==> config.mk <==
export PLATFORM = sky130hd
export DESIGN_NAME = sysid_checker_master
export DESIGN_NICKNAME = d
export VERILOG_FILES = /design/src/rtl/sysid_checker_master.sv
export SDC_FILE = /design/constraint.sdc
export NUM_CORES = 1
export LEC_CHECK = 0
export CORE_MARGIN = 4
export CORE_UTILIZATION = 45
export CTS_CLUSTER_DIAMETER = 50
export DETAILED_ROUTE_END_ITERATION = 10
export GPL_TIMING_DRIVEN = 1
export PLACE_DENSITY_LB_ADDON = 0.25
export SKIP_CTS_REPAIR_TIMING = 1
export SLEW_MARGIN = 0
export SYNTH_ARGS = -nofsm -noshare
export SYNTH_HDL_FRONTEND = slang
export SYNTH_SLANG_ARGS = --single-unit
==> constraint.sdc <==
create_clock -name clock -period 3.3 [get_ports clock]
set_input_delay 0.825 -clock clock [delete_from_list [all_inputs] [get_ports clock]]
set_output_delay 0.825 -clock clock [all_outputs]
set_load 0.01 [all_outputs]
==> src/rtl/sysid_checker_master.sv <==
`default_nettype none
// +--------------------------------------------------------------------------+
// | sysid_checker_master                                                     |
// | Avalon-MM read master: fetches the system-ID word (addr 0) and the       |
// | timestamp word (addr 1), compares both with build-time values and        |
// | reports pass / fail_code. Define SYSID_CHECK_TIMEOUT_EN to abort a read  |
// | stalled for TIMEOUT_CYCLES cycles.                                       |
// | Revision: 1.0                                                            |
// +--------------------------------------------------------------------------+
module sysid_checker_master #(
    parameter logic [31:0] EXPECTED_ID        = 32'h0000_0000,
    parameter logic [31:0] EXPECTED_TIMESTAMP = 32'h57FC_5188,
    parameter int unsigned TIMEOUT_CYCLES     = 255
) (
    input  logic        clock,
    input  logic        reset,
    input  logic        start,
    output logic        avm_address,
    output logic        avm_read,
    input  logic [31:0] avm_readdata,
    input  logic        avm_waitrequest,
    output logic        busy,
    output logic        done,
    output logic        pass,
    output logic [1:0]  fail_code,
    output logic [31:0] id_value,
    output logic [31:0] timestamp_value
);

    localparam logic [2:0] c_ST_IDLE  = 3'd0;
    localparam logic [2:0] c_ST_RD_ID = 3'd1;
    localparam logic [2:0] c_ST_RD_TS = 3'd2;
    localparam logic [2:0] c_ST_EVAL  = 3'd3;
    localparam logic [2:0] c_ST_FIN   = 3'd4;

    generate
        if (TIMEOUT_CYCLES < 1 || TIMEOUT_CYCLES > 65535) begin : g_timeout_range
            $error("TIMEOUT_CYCLES must be within 1..65535");
        end
    endgenerate

    logic [2:0]  r_state, w_next_state;
    logic        r_avm_address, w_avm_address;
    logic        r_avm_read, w_avm_read;
    logic        r_busy, w_busy;
    logic        r_done, w_done;
    logic        r_pass, w_pass;
    logic [1:0]  r_fail_code, w_fail_code;
    logic [31:0] r_id_value, w_id_value;
    logic [31:0] r_ts_value, w_ts_value;

`ifdef SYSID_CHECK_TIMEOUT_EN
    localparam logic [15:0] c_TIMEOUT = TIMEOUT_CYCLES[15:0];
    logic [15:0] r_wait_cnt, w_wait_cnt;
`endif

    always_ff @(posedge clock or posedge reset) begin
        if (reset) begin
            r_state       <= c_ST_IDLE;
            r_avm_address <= 1'b0;
            r_avm_read    <= 1'b0;
            r_busy        <= 1'b0;
            r_done        <= 1'b0;
            r_pass        <= 1'b0;
            r_fail_code   <= 2'b00;
            r_id_value    <= 32'h0;
            r_ts_value    <= 32'h0;
`ifdef SYSID_CHECK_TIMEOUT_EN
            r_wait_cnt    <= 16'h0;
`endif
        end else begin
            r_state       <= w_next_state;
            r_avm_address <= w_avm_address;
            r_avm_read    <= w_avm_read;
            r_busy        <= w_busy;
            r_done        <= w_done;
            r_pass        <= w_pass;
            r_fail_code   <= w_fail_code;
            r_id_value    <= w_id_value;
            r_ts_value    <= w_ts_value;
`ifdef SYSID_CHECK_TIMEOUT_EN
            r_wait_cnt    <= w_wait_cnt;
`endif
        end
    end

    always_comb begin
        w_next_state  = r_state;
        w_avm_address = r_avm_address;
        w_avm_read    = r_avm_read;
        w_busy        = r_busy;
        w_done        = 1'b0;
        w_pass        = r_pass;
        w_fail_code   = r_fail_code;
        w_id_value    = r_id_value;
        w_ts_value    = r_ts_value;

        case (r_state)
            c_ST_IDLE: begin
                if (start) begin
                    w_next_state  = c_ST_RD_ID;
                    w_avm_address = 1'b0;
                    w_avm_read    = 1'b1;
                    w_busy        = 1'b1;
                    w_pass        = 1'b0;
                    w_fail_code   = 2'b00;
                end
            end
            c_ST_RD_ID: begin
                // Keep read asserted into the timestamp read: no idle gap.
                if (!avm_waitrequest) begin
                    w_id_value    = avm_readdata;
                    w_avm_address = 1'b1;
                    w_next_state  = c_ST_RD_TS;
                end
            end
            c_ST_RD_TS: begin
                if (!avm_waitrequest) begin
                    w_ts_value   = avm_readdata;
                    w_avm_read   = 1'b0;
                    w_next_state = c_ST_EVAL;
                end
            end
            c_ST_EVAL: begin
                if (r_id_value != EXPECTED_ID) begin
                    w_fail_code = 2'b01;
                end else if (r_ts_value != EXPECTED_TIMESTAMP) begin
                    w_fail_code = 2'b10;
                end else begin
                    w_pass = 1'b1;
                end
                w_done       = 1'b1;
                w_busy       = 1'b0;
                w_next_state = c_ST_FIN;
            end
            c_ST_FIN: begin
                w_next_state = c_ST_IDLE;
            end
            default: begin
                w_next_state = c_ST_IDLE;
            end
        endcase

`ifdef SYSID_CHECK_TIMEOUT_EN
        w_wait_cnt = r_wait_cnt;
        if (w_next_state != r_state) begin
            w_wait_cnt = 16'h0;
        end else if ((r_state == c_ST_RD_ID || r_state == c_ST_RD_TS) && avm_waitrequest) begin
            w_wait_cnt = r_wait_cnt + 16'd1;
        end
        if ((r_state == c_ST_RD_ID || r_state == c_ST_RD_TS) && avm_waitrequest &&
            (r_wait_cnt + 16'd1 == c_TIMEOUT)) begin
            w_avm_read   = 1'b0;
            w_fail_code  = 2'b11;
            w_pass       = 1'b0;
            w_done       = 1'b1;
            w_busy       = 1'b0;
            w_wait_cnt   = 16'h0;
            w_next_state = c_ST_FIN;
        end
`endif
    end

    assign avm_address     = r_avm_address;
    assign avm_read        = r_avm_read;
    assign busy            = r_busy;
    assign done            = r_done;
    assign pass            = r_pass;
    assign fail_code       = r_fail_code;
    assign id_value        = r_id_value;
    assign timestamp_value = r_ts_value;

endmodule
`default_nettype wire

==> metrics.yaml <==
run_status:
  status: "finished clean"
synth:
  ys.flop_type: "dfrtp_1"
  netlist_area_um2: 2990
  synth_fp_nets: 236
  yosysTopAreaCell: "dfrtp_1"
  netlist_top_cells_area: "dfrtp_1, mux2_2, buf_6"
  async_flop_share_pct: 100
  synth_cells: 200
  yosysSeqAreaShare_pct: 61.9
  synth_edf_count: 0
  synthDistinctLibCells: 26
  synth_most_common_cell: "dfrtp_1"
  synthTopCellsByCount: "dfrtp_1, mux2_2, nand2_1"
  ys_ff_latch: 74
  syn_area_per_cell_um2: 15.0
  synthesis.yosys.warnings: 0
  synth_top_area_share_pct: 61.9
grt:
  grt_pass1_wl_um: 11200
  antenna_found_initial: 0
  track_usage_pct: 19.0
  first_global_vias: 2158
  globalRouteOverflowTotal: 0
  grt_start_max_net_pins: 39
finish:
  n_fill_cell: 503
  final_nets: 350
  area.growth.synth_to_final_pct: 44.1
  drive_gt1_share_pct: 26.6
  num_antenna_cells: 0
timing:
  hold_slack_ns: 0.475
  post-route-period-util_pct: 68.6
  hold_viol: 0
  finalClockSkew_ns: 0.00386
  final.setup.tns_ns: 0
  fmax_ghz: 0.442
  setup_viol: 0
  max-slew-margin-rel_pct: 46.4
  maxSlewViolCount: 0
  worst_pin_slew_ns: 0.802
  rsz0062_at_grt: "false"
  finalCriticalPeriod_ns: 2.26
pwr:
  max-vdd-ir-drop_uv: 516
  power.leakage_nw: 1.77
  powerDensity_nw_per_um2: 1000
  total_power_mw: 4.32
floorplanning:
  coreArea_um2: 6390
  dieArea_um2: 8020
  dieHeight_um: 89.6
  placementRows: 29
  die-width_um: 89.6
  start_util_pct: 46.9
  top_level_ports: 107
min_path:
  min_from: "busy"
  min_path_type: "reg -> reg"
detailed_routing:
  post-route-drc-count: 0
  vias: 2058
  drt_iter0_drc: 49
  wl_per_cell_um: 17.8
  via_per_inst: 5.20
  routed_wl_um: 7070
  ant_nets: 0
  dr.pass1.iters: 4
clocking:
  cts_tree: "yes"
  clock_sinks: 74
  cts-buffers-inserted: 9
  cts-htree-levels: 3
  path_clk_slew_ns: 0.07
  cts_root_buffer: "clkbuf_8"
  cts_buffer_depth: 2
  insertion_delay_ns: 0.34
job:
  cap_violations: 0
setup_path:
  critPathArrivalTime_ns: 2.49
  end_kind: "flop"
  path_max_fanout: 23
  crit_type: "in -> reg"
  crit_path_start: "avm_waitrequest"
  required_ns: 3.52
  r2r-start: "timestamp_value[4]"
  cp-start-kind: "input port"
placement:
  gp_congestion: 0.752
  dp_hpwl_um: 5240
  port_buffers: 106
cell families after synthesis:
group | synth area share (%)
flip-flops | 61.9
multiplexers | 24.1
AND/OR/NAND/NOR | 9.74
buffers and inverters | 2.93
AO/OA/AOI/OAI | 1.38
path summary, 6_finish.rpt:
check                      cells past startpoint                  end  slack [ns]
hold / removal                                 2                 busy        0.48
setup reg to reg                               5         fail_code[1]        1.49
setup / recovery                               6         id_value[17]        1.04
min in group asynchronous                      2  timestamp_value[14]        0.96
max in group asynchronous                      3          id_value[1]        1.66
hold reg to reg                                2                 busy        0.48
cell type report:
type	count	area [µm²]	area share, %
Tap cell	77	96.3	2.23
Clock inverter	3	40.0	0.929
Sequential cell	74	1850	42.9
Multi-Input combinational cell	115	1050	24.4
Inverter	4	15.0	0.348
Timing Repair Buffer	110	1120	25.9
Clock buffer	13	139	3.22
registers in the layout, summed over array words and instances (netlist names):
register,flops
avm_read,1
avm_address,1
pass,1
r_state,3
timestamp_value,32
id_value,32
done,1
busy,1
fail_code,2
stage by stage:
stage,instance area (µm²),setup WS (ns),std cells,util (%)
floorplan,2990,0.593,200,-
global placement,4130,0.720,380,64.7
detailed placement,4130,0.667,380,64.7
CTS,4310,1.02,396,67.5
global route,4310,0.951,396,67.5
finish,4310,1.04,396,67.5
cells in the final DEF (no fill, tap or decap), types with 2 or more instances in the layout:
master	instances
nand4_1	2
mux2_2	64
clkdlybuf4s50_1	106
nand2b_1	3
nand2_1	11
nor2_1	4
clkbuf_1	4
nor4bb_1	4
clkbuf_8	9
dfrtp_1	74
buf_12	2
nor4b_1	2
nor4_1	10
o21ai_0	2
inv_1	3
buf_4	2
clkinv_2	2
power by group:
part | switching (mW) | total (mW) | leakage, nW | internal [mW]
Sequential | 0.375 | 1.74 | 0.886 | 1.36
Combinational | 0.689 | 1.92 | 0.790 | 1.23
Clock | 0.320 | 0.669 | 0.0914 | 0.349
Total | 1.38 | 4.32 | 1.77 | 2.94
routing by layer:
metal  track usage, %  wire length (µm)  up-vias
li1                 -                 -      956
met1             24.8              3100     1030
met2             29.9              3390       62
met3             5.16               476       10
met4             8.12               101        0
met5                0                 0        -
worst max-delay path: stages:
cell	delay, ns
clkdlybuf4s50_1	0.48
nor2b_2	0.16
nand2b_1	0.11
nor2_4	0.32
buf_12	0.24
mux2_2	0.35
(Power assumes the default switching activity.)
